File: src/rtl/fsm_step_controller.sv
// -----------------------------------------------------------------------------
// fsm_step_controller
//
// Step sequencer for the sequence-detector FSMs on the board. It produces clean
// one-cycle step pulses, either from a debounced pushbutton (manual mode) or
// from a free-running prescaler (auto-run mode). The data switch is captured
// into w_out on every step, and a wrapping step counter drives the LEDs. Both
// detector FSMs consume step_en/w_out, so they advance in lockstep.
//
// Ports:
//   clk         in   system clock
//   reset       in   asynchronous active-low reset, clears all state
//   btn_step    in   raw step pushbutton, active-high, asynchronous
//   w_in        in   raw data switch, asynchronous
//   run         in   raw mode switch: 1 = auto-run, 0 = manual step
//   cnt_clr     in   raw clear request for step_count
//   step_en     out  one-cycle clock-enable pulse to the detector FSMs
//   w_out       out  detector input, updated on each step and held between steps
//   step_count  out  number of steps issued, mod 2^CNT_W
//   db_state    out  debounce FSM state (00 idle, 01 arm, 10 held, 11 release)
// -----------------------------------------------------------------------------
module fsm_step_controller #(
    parameter int unsigned DB_CYCLES = 1000000,
    parameter int unsigned RUN_DIV   = 50000000,
    parameter int unsigned CNT_W     = 8
) (
    input  logic             clk,
    input  logic             reset,
    input  logic             btn_step,
    input  logic             w_in,
    input  logic             run,
    input  logic             cnt_clr,
    output logic             step_en,
    output logic             w_out,
    output logic [CNT_W-1:0] step_count,
    output logic [1:0]       db_state
);

    localparam int unsigned DCNT_W = $clog2(DB_CYCLES);
    localparam int unsigned PRE_W  = $clog2(RUN_DIV);

    localparam logic [DCNT_W-1:0] DCNT_MAX = DCNT_W'(DB_CYCLES - 1);
    localparam logic [PRE_W-1:0]  PRE_MAX  = PRE_W'(RUN_DIV - 1);

    typedef enum logic [1:0] {
        StIdle = 2'b00,
        StArm  = 2'b01,
        StHeld = 2'b10,
        StRel  = 2'b11
    } db_state_e;

    // -------------------------------------------------------------------------
    // Input synchronizers, bit order {cnt_clr, run, w_in, btn_step}
    // -------------------------------------------------------------------------
    logic [3:0] sync1_d, sync1_q;
    logic [3:0] sync2_d, sync2_q;

    logic b_sync;
    logic w_sync;
    logic r_sync;
    logic c_sync;

    always_comb begin
        sync1_d = {cnt_clr, run, w_in, btn_step};
        sync2_d = sync1_q;
    end

    always_ff @(posedge clk or negedge reset) begin
        if (!reset) begin
            sync1_q <= '0;
            sync2_q <= '0;
        end else begin
            sync1_q <= sync1_d;
            sync2_q <= sync2_d;
        end
    end

    assign b_sync = sync2_q[0];
    assign w_sync = sync2_q[1];
    assign r_sync = sync2_q[2];
    assign c_sync = sync2_q[3];

    // -------------------------------------------------------------------------
    // Debounce FSM: a press is accepted after the button is seen high for the
    // IDLE->ARM edge plus DB_CYCLES counting edges; a release needs the same
    // stable-low run before the FSM returns to IDLE.
    // -------------------------------------------------------------------------
    db_state_e          db_d, db_q;
    logic [DCNT_W-1:0]  dcnt_d, dcnt_q;
    logic               man_req;

    always_comb begin
        db_d    = db_q;
        dcnt_d  = dcnt_q;
        man_req = 1'b0;
        case (db_q)
            StIdle: begin
                if (b_sync) begin
                    db_d   = StArm;
                    dcnt_d = '0;
                end
            end
            StArm: begin
                if (!b_sync) begin
                    db_d = StIdle;
                end else if (dcnt_q == DCNT_MAX) begin
                    db_d    = StHeld;
                    man_req = 1'b1;
                end else begin
                    dcnt_d = dcnt_q + DCNT_W'(1);
                end
            end
            StHeld: begin
                if (!b_sync) begin
                    db_d   = StRel;
                    dcnt_d = '0;
                end
            end
            StRel: begin
                // A bounce during release goes back to HELD without a new step.
                if (b_sync) begin
                    db_d = StHeld;
                end else if (dcnt_q == DCNT_MAX) begin
                    db_d = StIdle;
                end else begin
                    dcnt_d = dcnt_q + DCNT_W'(1);
                end
            end
            default: begin
                db_d = StIdle;
            end
        endcase
    end

    always_ff @(posedge clk or negedge reset) begin
        if (!reset) begin
            db_q   <= StIdle;
            dcnt_q <= '0;
        end else begin
            db_q   <= db_d;
            dcnt_q <= dcnt_d;
        end
    end

    // -------------------------------------------------------------------------
    // Auto-run prescaler: held at zero while not running, so the first auto
    // step lands exactly RUN_DIV cycles after run is seen high.
    // -------------------------------------------------------------------------
    logic [PRE_W-1:0] pre_d, pre_q;
    logic             auto_req;

    always_comb begin
        auto_req = r_sync && (pre_q == PRE_MAX);
        if (!r_sync) begin
            pre_d = '0;
        end else if (pre_q == PRE_MAX) begin
            pre_d = '0;
        end else begin
            pre_d = pre_q + PRE_W'(1);
        end
    end

    always_ff @(posedge clk or negedge reset) begin
        if (!reset) begin
            pre_q <= '0;
        end else begin
            pre_q <= pre_d;
        end
    end

    // -------------------------------------------------------------------------
    // Step issue: mode selects the request source; manual requests are ignored
    // while running even though the debounce FSM keeps tracking the button.
    // -------------------------------------------------------------------------
    logic             step_req;
    logic             step_en_d, step_en_q;
    logic             w_out_d, w_out_q;
    logic [CNT_W-1:0] cnt_d, cnt_q;

    always_comb begin
        step_req  = r_sync ? auto_req : man_req;
        step_en_d = step_req;
        w_out_d   = step_req ? w_sync : w_out_q;
        // Clear wins over a same-cycle increment.
        if (c_sync) begin
            cnt_d = '0;
        end else if (step_req) begin
            cnt_d = cnt_q + CNT_W'(1);
        end else begin
            cnt_d = cnt_q;
        end
    end

    always_ff @(posedge clk or negedge reset) begin
        if (!reset) begin
            step_en_q <= 1'b0;
            w_out_q   <= 1'b0;
            cnt_q     <= '0;
        end else begin
            step_en_q <= step_en_d;
            w_out_q   <= w_out_d;
            cnt_q     <= cnt_d;
        end
    end

    assign step_en    = step_en_q;
    assign w_out      = w_out_q;
    assign step_count = cnt_q;
    assign db_state   = db_q;

endmodule

File: config.mk
export PLATFORM = sky130hd
export DESIGN_NAME = fsm_step_controller
export DESIGN_NICKNAME = d
export VERILOG_FILES = /design/src/rtl/fsm_step_controller.sv
export SDC_FILE = /design/constraint.sdc
export NUM_CORES = 1
export LEC_CHECK = 0
export ABC_AREA = 1
export CORE_MARGIN = 2
export CORE_UTILIZATION = 62
export CTS_BUF_LIST = sky130_fd_sc_hd__clkbuf_4 sky130_fd_sc_hd__clkbuf_8
export DETAILED_ROUTE_END_ITERATION = 6
export GPL_ROUTABILITY_DRIVEN = 0
export GPL_TIMING_DRIVEN = 0
export PLACE_DENSITY = 0.82
export SYNTH_ARGS = -nofsm -noshare
export SYNTH_HDL_FRONTEND = slang
export SYNTH_SLANG_ARGS = --single-unit
File: constraint.sdc
create_clock -name clk -period 2.04 [get_ports clk]
set_input_delay 0.204 -clock clk [delete_from_list [all_inputs] [get_ports clk]]
set_output_delay 0.204 -clock clk [all_outputs]
set_load 0.01 [all_outputs]
==> reports/summary.txt <==
Status -> completed
Worst Skew -> 0.009577 ns
Largest net degree at the start of global routing -> 67
Buf/Inv on CP -> 3
DP Area -> 4153 um^2
Synth warnings -> 0
Starting Density -> 64.95%
Place WS -> 0.05923 ns
Post-route insts no fill -> 640
Vias in the first global route -> 3494
CP max stage cell -> dfrtp_1
Largest family of logic cells by synthesized area -> simple AND/OR/NAND/NOR gates
Post-CTS Setup Bufs -> 0
Remaining antenna violation count -> 0
Dominant synthesized flop cell -> dfrtp_1
Crit end category -> register
Die area -> 6926 um^2
Longest Clk Path Bufs -> 2
Diodes inserted -> 0
Post-Synth Simple-Gate Area -> 41.41%
Number of synthesized flops with an enable pin -> 0
Most Frequent Cell on Critical Path -> inv_2
WP data required -> 2.27 ns
CP top delay family -> simple AND/OR/NAND/NOR gates
Max-cap viol count -> 0
Clock sink total -> 66
Vias per Instance -> 5.688
Layout net count -> 569
Vias post-DR -> 3640
Post-DP HPWL -> 6492 um
CTS tree -> built
Final period util -> 94.56%
Area Growth Syn to Fin -> 11.86%
Fin. Hold Viols -> 0
Number of placed instances, taps included -> 623
H-tree levels -> 3
GRT Util Overall -> 27.49%
Global-route wire length before repair -> 15460 um
Initial DRC Count -> 238
Total global routing overflow -> 0
Synth cell types -> 32
RSZ-0062 raised after global routing -> no
Fmax -> 518.4 MHz
CP max FO -> 10
Worst path max stage delay -> 0.47 ns
Lkg Pwr -> 1.902 nW
Post-synth ARST share -> 100.0%
DR WL/cell -> 14.27 um
VDD IR max -> 0.4371 mV
Relative slew slack -> 45.20%
Fin util -> 72.66%
CP Launch Type -> register
Core area -> 5991 um^2
Most common cell after layout, fill and taps aside -> nand2_1
Synth Area in XOR/XNOR -> 4.277%
IO buf count -> 17
Setup_tns -> 0 ns
Worst-path cell chain -> ha_2, inv_2, nor2_4, inv_2, nor2_2, nand3_2, nand2_2, buf_2, o21ai_0
Most frequent cells in the layout -> nand2_1 (155), nor2_1 (85), dfrtp_1 (66)
Final hold slack -> 0.2943 ns
Clk_lat worst skew -> 0.35 ns
Synth Instances -> 531
Die height -> 83.22 um
Hold Crit Class -> input pin to register
Seq/Total Area, Yosys -> 42.44%
Worst EP arrival -> 2.16 ns
Root Driver -> clkbuf_8
Core Rows -> 28
Share of cells above drive strength 1 -> 9.558%
Design Area, Final -> 4353 um^2
TritonCTS buffer count -> 9
Synth Area per Inst -> 7.328 um^2
Adder-cell share of the synthesized area -> 0.9646%
Final setup violation count -> 0
Total power -> 2.520 mW
PD cells -> 578.9 nW/um^2
FF+latch count, synth -> 66
Pre-antenna DRT Iters -> 5
Final Critical Period -> 1.929 ns
Post-synthesis mux area share -> 0%
Max Transition Viols Final -> 0
Mapped Area -> 3891 um^2
Synth Area in Compound Gates -> 4.341%
Worst setup path category -> register to register
Clock transition at the registers of the reported paths -> 0.08 ns
WL final -> 9135 um
Drt drc -> 0
Final WS setup -> 0.1110 ns
Initial antenna violation count -> 0
I/O pin count -> 18
Die X -> 83.22 um
Syn_nets -> 540
Transition time of the tightest slew-check pin -> 0.8221 ns
[layout make-up]
| class | instances | area (um^2) |
|---|---|---|
| plain buffers | 8 | 52.55 |
| clock buffers | 11 | 151.4 |
| clock inverters | 5 | 36.28 |
| fillers | 462 | 1638 |
| inverters | 54 | 202.7 |
| multi-input cells | 403 | 1987 |
| flip-flops and latches | 66 | 1652 |
| well taps | 75 | 93.84 |
| repair buffers | 18 | 177.7 |
[cell usage after synthesis (5+ instances only)]
| master | number | area, um^2 |
|---|---|---|
| dfrtp_1 | 66 | 1652 |
| xor2_1 | 18 | 157.7 |
| nor3_1 | 12 | 60.06 |
| inv_1 | 49 | 183.9 |
| nand3_1 | 51 | 255.2 |
| o21bai_1 | 5 | 37.54 |
| inv_2 | 5 | 18.77 |
| nand2_1 | 155 | 581.8 |
| o21ai_0 | 19 | 95.09 |
| nor2_1 | 85 | 319.1 |
| nor2_4 | 5 | 56.30 |
| nand4_1 | 20 | 125.1 |
| nor2_2 | 6 | 37.54 |
| nand2_2 | 5 | 31.28 |
[routing by layer]
| metal | share of wire [%] | track usage [%] | up-vias |
|---|---|---|---|
| met3 | 6.1 | 4.473 | 37 |
| met4 | 3.4 | 14.31 | 0 |
| li1 | - | - | 1762 |
| met2 | 50 | 45.45 | 155 |
| met1 | 41 | 34.72 | 1686 |
| met5 | 0 | 0 | - |
[flip-flops by register name, indices dropped and copies added (netlist names), named ones only]
| signal | count |
|---|---|
| sync2_q | 4 |
| db_state | 1 |
| dcnt_q | 20 |
| step_count | 8 |
| step_en | 1 |
| pre_q | 26 |
| w_out | 1 |
| sync1_q | 4 |
[logic make-up (layout without fill, tap and decap cells)]
kind of cell               Yosys count  in the layout
and+or+nand+nor                    352            352
DFF                                 66             66
buffers and inverters               62             96
AOI/OAI and AO/OA                   29             29
xor gates and xnor gates            19             19
adders and majority gates            3              3
[power by group]
part           switching [mW]  total [mW]  internal [mW]
Combinational          0.0844       0.121         0.0362
Clock                   0.542        1.05          0.509
Sequential             0.0199        1.35           1.33
[timing repair]
action	CTS	global route
setup endpoints to repair	0	14
resized for setup	0	2
endpoints found under the hold margin	66	0
hold buffers	1	0
[worst register-to-register path, cell delays in order, from the launching register on]
cell     delay, ns
dfrtp_1       0.47
ha_2          0.30
inv_2         0.07
nor2_4        0.18
inv_2         0.08
nor2_2        0.09
nand3_2       0.12
nand2_2       0.14
buf_2         0.23
o21ai_0       0.13
[path summary, 6_finish.rpt]
kind                       cells after the start    endpoint  slack (ns)        from
setup / recovery                               9  dcnt_q[18]        0.11   dcnt_q[0]
hold / removal                                 1  sync1_q[1]        0.29        w_in
setup reg to reg                               9  dcnt_q[18]        0.11   dcnt_q[0]
hold reg to reg                                0  sync2_q[3]        0.35  sync1_q[3]
max in group asynchronous                      2  dcnt_q[11]        1.01       reset
min in group asynchronous                      2   pre_q[16]        0.49       reset
(Power assumes the default switching activity.)
